**config.mk**
```make
export PLATFORM = sky130hd
export DESIGN_NAME = div_ctrl
export DESIGN_NICKNAME = d
export VERILOG_FILES = /design/src/rtl/div_ctrl.sv
export SDC_FILE = /design/constraint.sdc
export NUM_CORES = 1
export LEC_CHECK = 0
export ABC_AREA = 1
export BUFFER_PORTS_ARGS = -buffer_cell sky130_fd_sc_hd__buf_2
export CORE_ASPECT_RATIO = 1.75
export CORE_MARGIN = 4
export CORE_UTILIZATION = 37
export DETAILED_ROUTE_END_ITERATION = 7
export SLEW_MARGIN = 40
export SYNTH_ARGS = -nofsm -noshare
export SYNTH_HDL_FRONTEND = slang
export SYNTH_SLANG_ARGS = --single-unit
```
**constraint.sdc**
```tcl
create_clock -name clk -period 3.9 [get_ports clk]
set_input_delay 0.195 -clock clk [delete_from_list [all_inputs] [get_ports clk]]
set_output_delay 0.195 -clock clk [all_outputs]
set_load 0.05 [all_outputs]
```
**src/rtl/div_ctrl.sv**
```systemverilog
`default_nettype none
// ============================================================================
//  Module   : div_ctrl
//  Purpose  : Multi-cycle radix-2 restoring integer divider with sequencing
//             FSM for DIV.W / MOD.W / DIV.WU / MOD.WU in the EX stage.
//             One quotient bit per cycle, DATA_W iterations. Raises
//             stallreq_o while a divide is pending and abandons work on
//             annul_i.
//  Options  : DIV_EARLY_OUT_EN - when defined, |dividend| < |divisor| skips
//             the iteration and completes in a single cycle.
//  Revision : 1.0 - initial release
// ============================================================================
module div_ctrl #(
    parameter int DATA_W = 32
) (
    input  logic              clk,
    input  logic              rst,
    input  logic              start_i,
    input  logic              annul_i,
    input  logic              signed_i,
    input  logic              mod_i,
    input  logic [DATA_W-1:0] opdata1_i,
    input  logic [DATA_W-1:0] opdata2_i,
    output logic [DATA_W-1:0] result_o,
    output logic              ready_o,
    output logic              div_zero_o,
    output logic              stallreq_o,
    output logic              busy_o
);

    localparam int CNT_W = $clog2(DATA_W);
    localparam logic [CNT_W-1:0] C_LAST_ITER = CNT_W'(DATA_W - 1);

    typedef enum logic [1:0] {
        S_IDLE    = 2'd0,
        S_DIVZERO = 2'd1,
        S_ON      = 2'd2,
        S_END     = 2'd3
    } state_t;

    state_t              r_state;
    logic [CNT_W-1:0]    r_cnt;
    logic [DATA_W-1:0]   r_dvd;      // dividend bits shifting out, quotient bits shifting in
    logic [DATA_W-1:0]   r_dsr;      // divisor magnitude
    logic [DATA_W-1:0]   r_rem;      // partial remainder (always < divisor)
    logic                r_neg_q;
    logic                r_neg_r;
    logic                r_mod;
    logic [DATA_W-1:0]   r_result;
    logic                r_div_zero;

    logic                w_sign1;
    logic                w_sign2;
    logic [DATA_W-1:0]   w_abs1;
    logic [DATA_W-1:0]   w_abs2;
    logic                w_divisor_zero;
    logic                w_early;
    logic [DATA_W:0]     w_shift;
    logic                w_ge;
    logic [DATA_W-1:0]   w_diff;
    logic [DATA_W-1:0]   w_rem_next;
    logic [DATA_W-1:0]   w_quo_next;
    logic [DATA_W-1:0]   w_quo_final;
    logic [DATA_W-1:0]   w_rem_final;

    // Operand preparation at accept: magnitudes and sign bookkeeping.
    // The magnitude of the most negative value wraps to itself, which is the
    // correct unsigned magnitude, so no special case is needed.
    assign w_sign1        = signed_i & opdata1_i[DATA_W-1];
    assign w_sign2        = signed_i & opdata2_i[DATA_W-1];
    assign w_abs1         = w_sign1 ? (~opdata1_i + 1'b1) : opdata1_i;
    assign w_abs2         = w_sign2 ? (~opdata2_i + 1'b1) : opdata2_i;
    assign w_divisor_zero = (opdata2_i == '0);

`ifdef DIV_EARLY_OUT_EN
    assign w_early = ~w_divisor_zero & (w_abs1 < w_abs2);
`else
    assign w_early = 1'b0;
`endif

    // One restoring step: shift in the next dividend bit, trial-subtract.
    // The shifted value can reach DATA_W+1 bits, so the compare is full
    // width; the kept difference always fits DATA_W bits.
    assign w_shift     = {r_rem, r_dvd[DATA_W-1]};
    assign w_ge        = (w_shift >= {1'b0, r_dsr});
    assign w_diff      = w_shift[DATA_W-1:0] - r_dsr;
    assign w_rem_next  = w_ge ? w_diff : w_shift[DATA_W-1:0];
    assign w_quo_next  = {r_dvd[DATA_W-2:0], w_ge};
    assign w_quo_final = r_neg_q ? (~w_quo_next + 1'b1) : w_quo_next;
    assign w_rem_final = r_neg_r ? (~w_rem_next + 1'b1) : w_rem_next;

    // Sequencing FSM with datapath registers and registered result.
    always_ff @(posedge clk) begin
        if (rst) begin
            r_state    <= S_IDLE;
            r_cnt      <= '0;
            r_dvd      <= '0;
            r_dsr      <= '0;
            r_rem      <= '0;
            r_neg_q    <= 1'b0;
            r_neg_r    <= 1'b0;
            r_mod      <= 1'b0;
            r_result   <= '0;
            r_div_zero <= 1'b0;
        end else if (annul_i) begin
            r_state    <= S_IDLE;
            r_div_zero <= 1'b0;
        end else begin
            case (r_state)
                S_IDLE: begin
                    if (start_i) begin
                        r_mod   <= mod_i;
                        r_neg_q <= w_sign1 ^ w_sign2;
                        r_neg_r <= w_sign1;
                        r_cnt   <= '0;
                        r_rem   <= '0;
                        r_dsr   <= w_abs2;
                        if (w_divisor_zero) begin
                            // Keep the raw dividend: it is the remainder result.
                            r_dvd   <= opdata1_i;
                            r_state <= S_DIVZERO;
                        end else if (w_early) begin
                            r_dvd    <= w_abs1;
                            r_result <= mod_i ? opdata1_i : '0;
                            r_state  <= S_END;
                        end else begin
                            r_dvd   <= w_abs1;
                            r_state <= S_ON;
                        end
                    end
                end
                S_DIVZERO: begin
                    r_result   <= r_mod ? r_dvd : '1;
                    r_div_zero <= 1'b1;
                    r_state    <= S_END;
                end
                S_ON: begin
                    r_dvd <= w_quo_next;
                    r_rem <= w_rem_next;
                    r_cnt <= r_cnt + CNT_W'(1);
                    if (r_cnt == C_LAST_ITER) begin
                        r_result <= r_mod ? w_rem_final : w_quo_final;
                        r_state  <= S_END;
                    end
                end
                S_END: begin
                    if (!start_i) begin
                        r_div_zero <= 1'b0;
                        r_state    <= S_IDLE;
                    end
                end
                default: begin
                    r_state <= S_IDLE;
                end
            endcase
        end
    end

    assign result_o   = r_result;
    assign div_zero_o = r_div_zero;
    assign ready_o    = (r_state == S_END);
    assign busy_o     = (r_state != S_IDLE);
    assign stallreq_o = start_i & ~ready_o & ~annul_i;

endmodule
`default_nettype wire

```
* Yosys cells after proc, flatten, opt, wreduce, memory -nomap -nowiden
Index checks and enable logic that the tools add are counted.
Storage, ports and cells: input port bits 70, bits in registers 139
Operators by class: bitwise gates (word level) 11, magnitude comparators 1, reductions and logical operators 12, multiplexer cells 23, equality and inequality tests 7, add/subtract/negate cells 6
Operators with widths (count):
- 32-bit two-way mux | 11
- 32-bit one-hot mux with 2 select lines | 3
- 32-bit by 1-bit adder with 32-bit output, second input constant | 4
- 32-bit inverter | 4
- 33-bit by 32-bit greater-or-equal comparator with 1-bit output | 1
- 32-bit logical NOT | 1
- 32-bit subtractor | 1
- 3-bit AND reduction | 4
- 5-bit one-hot mux with 2 select lines | 1
- 2-bit two-way mux | 4
- 2-bit one-hot mux with 4 select lines | 1
- 2-bit nonzero test | 4
- 2-bit != test, second input constant | 3
- 5-bit by 1-bit adder with 5-bit output, second input constant | 1
- 5-bit equality test, second input constant | 1
- 5-bit two-way mux | 1
- 1-bit AND | 4
- 2-bit equality test, second input constant | 2
- 2-bit by 1-bit equality test with 1-bit output, second input constant | 1
- 2-bit logical NOT | 1
- 1-bit inverter | 2
- 1-bit one-hot mux with 2 select lines | 1
- 2-bit AND reduction | 1
- 2-bit OR reduction | 1
- 2 further kinds | 2

* Longest topological paths before layout
Gate-level depths: netlist (run 1).
depth after elaboration 8, depth in mapped cells 30, gate-level depth less buffers 29

* Worst setup path before layout (run 1)
OpenSTA, ideal clock, no wires.
kind flip-flop to flip-flop, start register r_dsr[20], end register r_result[26], in the netlist result_o[26], stages on the path, launching flop included 29, data required time 3.765 ns, clock period less this slack 3.709 ns, setup time 0.135 ns, buffers on the path 1, setup slack 0.191 ns, arrival time 3.574 ns, cells stage by stage dfxtp_1 > inv_1 > ha_1 > a21oi_1 > nand2_1 > nand2_1 > nand2_1 > nand2_1 > nand2_1 > a21oi_4 > nand2_4 > buf_12 > inv_4 > ha_1 > nand3_1 > nor3_1 > nand3_1 > nor3_1 > nand4_1 > nor2_1 > a21oi_1 > inv_1 > o21ai_0 > o21ai_0 > a21oi_1 > nor2_1 > nand2_1 > nand2_1 > a21oi_1
Between the ends: longest elaborated chain between the ends 8
Ends and longest elaborated chain:
- from (decl) | RTL line 44 | logic [DATA_W-1:0] r_dsr;
- from (signal assigned) | RTL line 117 | r_dsr <= w_abs2;
- 32-bit subtractor / 33-bit by 32-bit greater-or-equal comparator with 1-bit output (equally long branches) | RTL line 86, 85
- 32-bit two-way mux | RTL line 87 | assign w_rem_next = w_ge ? w_diff : w_shift[DATA_W-1:0];
- 32-bit inverter | RTL line 90 | assign w_rem_final = r_neg_r ? (~w_rem_next + 1'b1) : w_rem_next;
- 32-bit by 1-bit adder with 32-bit output | RTL line 90
- 32-bit two-way mux | RTL line 90
- 32-bit two-way mux * | RTL line 142 | r_result <= r_mod ? w_rem_final : w_quo_final;
- 32-bit two-way mux * | RTL line 141 | if (r_cnt == C_LAST_ITER) begin
- 32-bit one-hot mux with 2 select lines * | RTL line 109 | case (r_state)
- to (signal assigned) | RTL line 124 | r_result <= mod_i ? opdata1_i : '0;
- to (signal assigned) | RTL line 133 | r_result <= r_mod ? r_dvd : '1;
- to (signal assigned) | RTL line 142
- to (decl) | RTL line 49 | logic [DATA_W-1:0] r_result;
Mark *: on every way between the ends. The rest lies on a longest branch, timed or not. The select of a mux whose other input is x is not followed. A chain may end at the register's enable or synchronous reset.

* Final worst setup path (run 1)
start register r_dsr[28], end register r_result[26], in the netlist result_o[26]
Between the ends: longest elaborated chain between the ends 8
Ends and longest elaborated chain:
- 33-bit by 32-bit greater-or-equal comparator with 1-bit output * | RTL line 85 | assign w_ge = (w_shift >= {1'b0, r_dsr});
- 32-bit two-way mux | RTL line 87
- 32-bit inverter | RTL line 90
- 32-bit by 1-bit adder with 32-bit output | RTL line 90
- 32-bit two-way mux | RTL line 90
- 32-bit two-way mux * | RTL line 142
- 32-bit two-way mux * | RTL line 141
- 32-bit one-hot mux with 2 select lines * | RTL line 109
Marks and branches as above.

==> results of run 1 <==
-- flip-flops by register name, indices dropped and copies added, names as in the netlist --
| register | cells |
|---|---|
| r_state | 2 |
| r_dvd | 32 |
| r_mod | 1 |
| r_cnt | 5 |
| r_neg_r | 1 |
| result_o | 32 |
| r_dsr | 32 |
| div_zero_o | 1 |
| r_rem | 32 |
| r_neg_q | 1 |
-- power breakdown --
group	internal, uW	total (uW)	leakage, uW	switching [uW]
clock	968	1720	0.000294	751
combinational	593	1700	0.00563	1110
sequential	1490	1530	0.00114	48.8
total	3050	4950	0.00706	1910
-- Yosys cell counts (8+ instances only) --
cell and number:
nand2_1 528, inv_1 231, nor2_1 210, a21oi_1 192, nand3_1 163, dfxtp_1 139, o21ai_0 79, clkbuf_1 57
xor2_1 44, ha_1 42, nor3_1 35, a31oi_1 29, xnor2_1 26, nand2_2 25, o22ai_1 24, nand4_1 21
o211ai_1 13, o21ai_1 13, buf_2 12, inv_2 9, nor2_2 9, o21bai_1 8
-- per-stage QoR --
step | area (um^2) | hold WS, ps | power, uW | setup TNS (ps)
3_5_place_dp | 13540 | 455.1 | 3188 | -1193
4_1_cts | 14160 | 40.53 | 4910 | 0
5_1_grt | 14690 | 61.10 | 5228 | -97.13
3_3_place_gp | 13540 | 449.0 | 3182 | -907.5
2_1_floorplan | 11910 | 348.3 | 2608 | 0
6_report | 14690 | 53.93 | 4955 | 0
-- per-layer routing --
metal	up-vias	wire, um	track usage, %
met5	-	0	0
met4	0	3049	15.80
met3	103	1020	2.355
met2	280	24390	47.86
met1	6172	16730	26.48
li1	6893	-	-
-- timing repair --
item                       in CTS  in global routing
setup endpoints to repair       9                 25
gates resized for setup         3                 93
setup buffers                   0                  4
pin swaps                       0                 16
-- logic make-up after synthesis --
group                      after synthesis  synth area share, %
AOI/OAI and AO/OA                      388                18.41
xor gates and xnor gates                70                5.147
adders and majority gates               43                4.580
buffers and inverters                  325                10.78
DFF                                    139                23.36
and+or+nand+nor                       1031                37.72
-- layout make-up --
cell class                 count  area [um^2]
multi-input combinational   1532         8342
fill                        3426        16950
sequential                   139         2803
clock buffer                  17        425.4
clock inverter                15        185.2
inverter                     245        923.4
timing repair buffer         234         1516
tap                          396        495.5
-- final timing paths --
kind | start | slack, ps | end
worst min-delay path | opdata2_i[0] | 50 | r_dsr[0]
worst max register to register | r_dsr[28] | 240 | result_o[26]
worst max-delay path | r_dsr[28] | 240 | result_o[26]
worst min register to register | result_o[21] | 460 | result_o[21]
-- layout by cell type, fill, tap and decap left out, types with 4 or more instances in the layout --
master     synthesis  routed
o211ai_1          13      13
nor3_2             1       6
o21ai_0           79      73
clkinv_1           4       5
o21bai_1           8       8
o22ai_1           24      24
a21oi_1          192     187
nor2_2             9      11
inv_1            231     217
a21oi_2            5       8
nor2_1           210     208
xor2_1            44      44
o311ai_0           4       4
nand3_2            5       8
nand3b_1           5       5
buf_4              0     128
buf_2             12     104
or2_1              4       4
xnor2_1           26      26
dfxtp_2            0      13
ha_4               0      30
nand3_1          163     160
o221ai_1           6       6
inv_2              9      21
nand4_1           21      21
nand2_2           25      39
dfxtp_1          139     125
nand2_1          528     513
nand2_4            4       5
nor4_1             7       7
clkbuf_16          0      17
inv_8              0       4
ha_1              42      12
nor3_1            35      30
o21ai_1           13      19
a31oi_1           29      29
or2_2              5       5
-- tightest hold or removal path, cell delays in order --
cell and delay [ps]:
buf_2 100, inv_1 80, a21oi_1 70
==> metrics.yaml, run 1 <==
status: "finished clean"
final_cells: 2578
cts_buffer_depth: 2
firstDrtPassIters: 5
drtIter0Drc: 807
viasPerCell: 5.216
hold_depth: 3
detail_route.wl_per_cell_um: 17.53
coreArea_um2: 31640
synth.avg_cell_area_um2: 5.968
dp.cells: 2542
cts.htree.levels: 4
routed_wl_um: 45190
synthFlopType: "dfxtp_1"
hold_path_class: "input pin to flop"
period_share_pct: 93.94
crit_path_start_kind: "flop"
antenna_found_initial: 0
cellPowerDensity_nw_per_um2: 337.3
rows: 86
finalNetCount: 2282
cp.required_ps: 4190
postSynth.asyncResetShare_pct: 0
numCtsBuffers: 17
slowest_delay_ps: 360
area_delta_synth_final_pct: 23.33
worstSetupPathDepth: 27
grt_usage_pct: 25.46
first_global_vias: 13080
slowest_stage: "ha_1"
yosysWarnings: 0
timing.critical_path.buf_inv: 4
diodes: 0
cts_sinks: 139
start_util_pct: 37.65
root_buffer: "clkbuf_16"
synth-edff-count: 0
cp_max_fo: 5
hold_viol: 0
postRouteAntennaNets: 0
syn_nets: 2109
vias: 13450
path_class: "flop to flop"
setup_viol: 0
drc_errors: 0
clkTransAtPathRegs_ps: 60
dpl.hpwl_um: 36080
dieArea_um2: 35240
crit_top_cell: "nand2_1"
cts_tree: "done"
crit_family: "simple AND/OR/NAND/NOR gates"
io_buffers: 105
post-place-ws_ps: -247.4
synth.yosys.seq_area_share_pct: 23.36
power_leakage_uw: 0.007063
finClkSkew_ps: 13.86
fin_crit_ps: 3664
synth_top_cell_by_area: "dfxtp_1"
die_h_um: 245.4
ys_seq_elements: 139
ys_types: 55
r2r_cells: 27
ioPinCount: 106
drive_gt1_share_pct: 19.84
tightest_slew_ps: 806.9
hold_buffers: 0
ir_drop_mv: 0.3245
max_freq_ghz: 0.2729
synthCells: 1996
gp_congestion: 0.9527
die_w_um: 143.6
postLayoutCoreUtil_pct: 46.44
cap_violations: 0
cp.arrival_ps: 3960
synth_area_leaders: "dfxtp_1 (23%), nand2_1 (17%), a21oi_1 (8.1%)"
grt_pass1_wl_um: 70100
grt_overflow_total: 0
report.final.slew_viol_count: 0
critPathCaptureType: "flop"
synth.cell_area_um2: 11910
grt_max_degree: 69
setup_ws_ps: 236.2
clk_latency_ps: 460
slew_headroom_pct: 46.15
yosysTopAreaCellShare_pct: 23.36
Power figures use the tool's default switching activity.
==> run 2, diff against run 1 <==
Settings changed: CORE_ASPECT_RATIO 1.75 to not set, PLACE_DENSITY_LB_ADDON set to 0.12, RECOVER_POWER set to 50.
==> run 2 against run 1 <==
Net effect:
- the flow now finishes with violations (max-capacitance violations, max-slew violations)
- fmax grew 1.2%
- utilization shrank 0.97 points
- critical path type unchanged
- clock skew grew 4.7 ps
- highest routed layer unchanged
- non-clock buffer count shrank 30
- sequential share of layout area grew 0.53 points
- cell count shrank 0.93%
==> metrics.yaml, run 2 (synthesized netlist as in run 1, its figures left out) <==
coreArea_um2: 31640  # about the same
grt_busiest_layer: "met1"
violations: "max-capacitance violations, max-slew violations"
finClkSkew_ps: 18.58  # +4.720 ps
firstDrtPassIters: 5  # unchanged
dieArea_um2: 35130  # -0.32%
routed_wl_um: 44370  # -1.8%
gr-usage-met2_pct: 37.06  # -11 points
fin_area_um2: 14380  # -2.1%
setup_viol: 0  # unchanged
fin_crit_ps: 3620  # -44.11 ps
gp_congestion: 0.9650  # +1.3%
slew_headroom_pct: -26.50  # -73 points
cp.arrival_ps: 4000  # +40 ps
dpl_cell_area_um2: 13300  # -1.8%
drtIter0Drc: 1172  # +45%
ioPinCount: 106  # unchanged
fin_tns_setup_ps: 0  # unchanged
nFillCells: 3446  # +0.58%
p_sw_uw: 1880  # -1.5%
cts_tree: "done"
post-place-ws_ps: -132.8  # +114.5 ps
root_buffer: "clkbuf_16"
p_int_uw: 2969  # -2.6%
die_h_um: 187.4  # -24%
grtUsageMet3_pct: 3.154  # +0.80 points
setup_ws_ps: 280.3  # +44.11 ps
cts_buffer_depth: 2  # unchanged
cp.required_ps: 4280  # +90 ps
cts.htree.levels: 4  # unchanged
clkPwrFrac_pct: 34.1  # -0.6 points
power_frac_seq_pct: 31.8  # +0.8 points
start_util_pct: 37.65  # about the same
status: "finished with violations"
ir_drop_mv: 0.3033  # -6.5%
p_comb_share_pct: 34.1  # -0.2 points
power_leakage_uw: 0.006744  # -4.5%
clkTransAtPathRegs_ps: 60  # about the same
grt_usage_pct: 24.68  # -0.79 points
cellPowerDensity_nw_per_um2: 337.1  # about the same
max_freq_ghz: 0.2763  # +1.2%
postLayoutCoreUtil_pct: 45.47  # -0.97 points
hold_path_class: "input pin to flop"
postRouteAntennaNets: 0  # unchanged
cp_max_fo: 12  # +7
detail_route.wl_per_cell_um: 17.37  # -0.91%
antenna_found_initial: 1  # +1
die_w_um: 187.4  # +30%
final_cell_mix: "nand2_1 (510), inv_1 (219), nor2_1 (206)"
path_class: "flop to flop"
critPathCaptureType: "flop"
rows: 65  # -24%
grt_pass1_wl_um: 69280  # -1.2%
clk_latency_ps: 460  # about the same
first_global_vias: 12420  # -5.0%
report.final.slew_viol_count: 43  # +43
drive_gt1_share_pct: 17.75  # -2.1 points
cap_violations: 1  # +1
drc_errors: 0  # unchanged
grt_max_degree: 69  # unchanged
numCtsBuffers: 17  # unchanged
met1_usage_pct: 37.29  # +11 points
layout_commonest_cell: "nand2_1"
area_delta_synth_final_pct: 20.76
io_buffers: 105  # unchanged
viasPerCell: 5.288  # +1.4%
cts_sinks: 139  # unchanged
crit_path_start_kind: "flop"
grt_overflow_total: 0  # unchanged
dpl.hpwl_um: 34550  # -4.2%
tightest_slew_ps: 1897  # +1091 ps
diodes: 0  # unchanged
vias: 13510  # +0.43%
swShare_pct: 38.77  # +0.26 points
period_share_pct: 92.81  # -1.1 points
hold_viol: 0  # unchanged
finalNetCount: 2252  # -1.3%
==> run 2: cell count changes in the layout (fill, tap and decap cells not counted), moves of 4 or more <==
cell	previous run	this run
inv_8	4	0
dfxtp_2	13	30
dfxtp_1	125	109
buf_2	104	69
buf_4	128	92
nand2_2	39	43
inv_6	2	7
clkbuf_1	0	39
==> run 2: final timing paths <==
check / from / end / slack [ps] / cells past startpoint
min reg2reg: result_o[15] / result_o[15] / 460 / 2
min: opdata2_i[0] / r_dsr[0] / 20 / 3
max: r_dsr[25] / result_o[20] / 280 / 22
max reg2reg: r_dsr[25] / result_o[20] / 280 / 22
==> run 2: critical path, stage by stage (launching register included) <==
cell and delay, ps:
dfxtp_1 330, inv_1 70, ha_1 320, nand2_1 90, inv_2 80, nand2_2 80, buf_4 150, nor4_4 360
nand2_4 90, nand2_4 80, buf_4 170, buf_6 200, nand2_1 80, o21ai_2 90, ha_1 250, nand3_4 120
nor2_8 160, nand3_2 110, nand2_2 160, a21oi_1 90, o21ai_1 210, nand3_1 100, a21oi_1 130
==> run 2: layout make-up <==
class / instances / area, um^2 / area share, %
tap: 402 / 503.0 / 3.497
inverter: 245 / 923.4 / 6.420
sequential: 139 / 2820 / 19.61
clock inverter: 13 / 130.1 / 0.9047
timing repair buffer: 204 / 1217 / 8.464
clock buffer: 19 / 452.9 / 3.149
multi-input combinational: 1532 / 8337 / 57.96
==> run 2: power by group through the flow <==
stage | Clock (uW) | Combinational (uW) | Sequential, uW
2_1_floorplan | 0 | 1000 | 1610
3_3_place_gp | 0 | 1550 | 1570
3_5_place_dp | 0 | 1550 | 1570
4_1_cts | 1690 | 1570 | 1540
5_1_grt | 1750 | 1830 | 1550
6_report | 1650 | 1650 | 1540
==> run 2: timing repair <==
action / 4_1_cts / 5_1_grt
hold buffers: 0 / 0
gates resized for setup: 11 / 101
hold endpoints to repair: 0 / 0
endpoints found under the setup margin: 4 / 17
setup buffers: 2 / 4
pin swaps: 5 / 15
==> run 2: through the flow <==
stage               instances  power, uW  hold WS (ps)
floorplan                1996       2608         348.3
global placement         2516       3114         452.3
detailed placement       2516       3118         453.8
CTS                      2550       4795         6.486
global route             2554       5134         35.46
finish                   2554       4849         19.19
==> run 2: per-layer routing <==
metal	vias up	share of wire, %	wire length [um]
li1	6834	-	-
met1	6218	49	21920
met2	414	43	19220
met3	40	5.8	2585
met4	0	1.4	639
met5	-	0	0
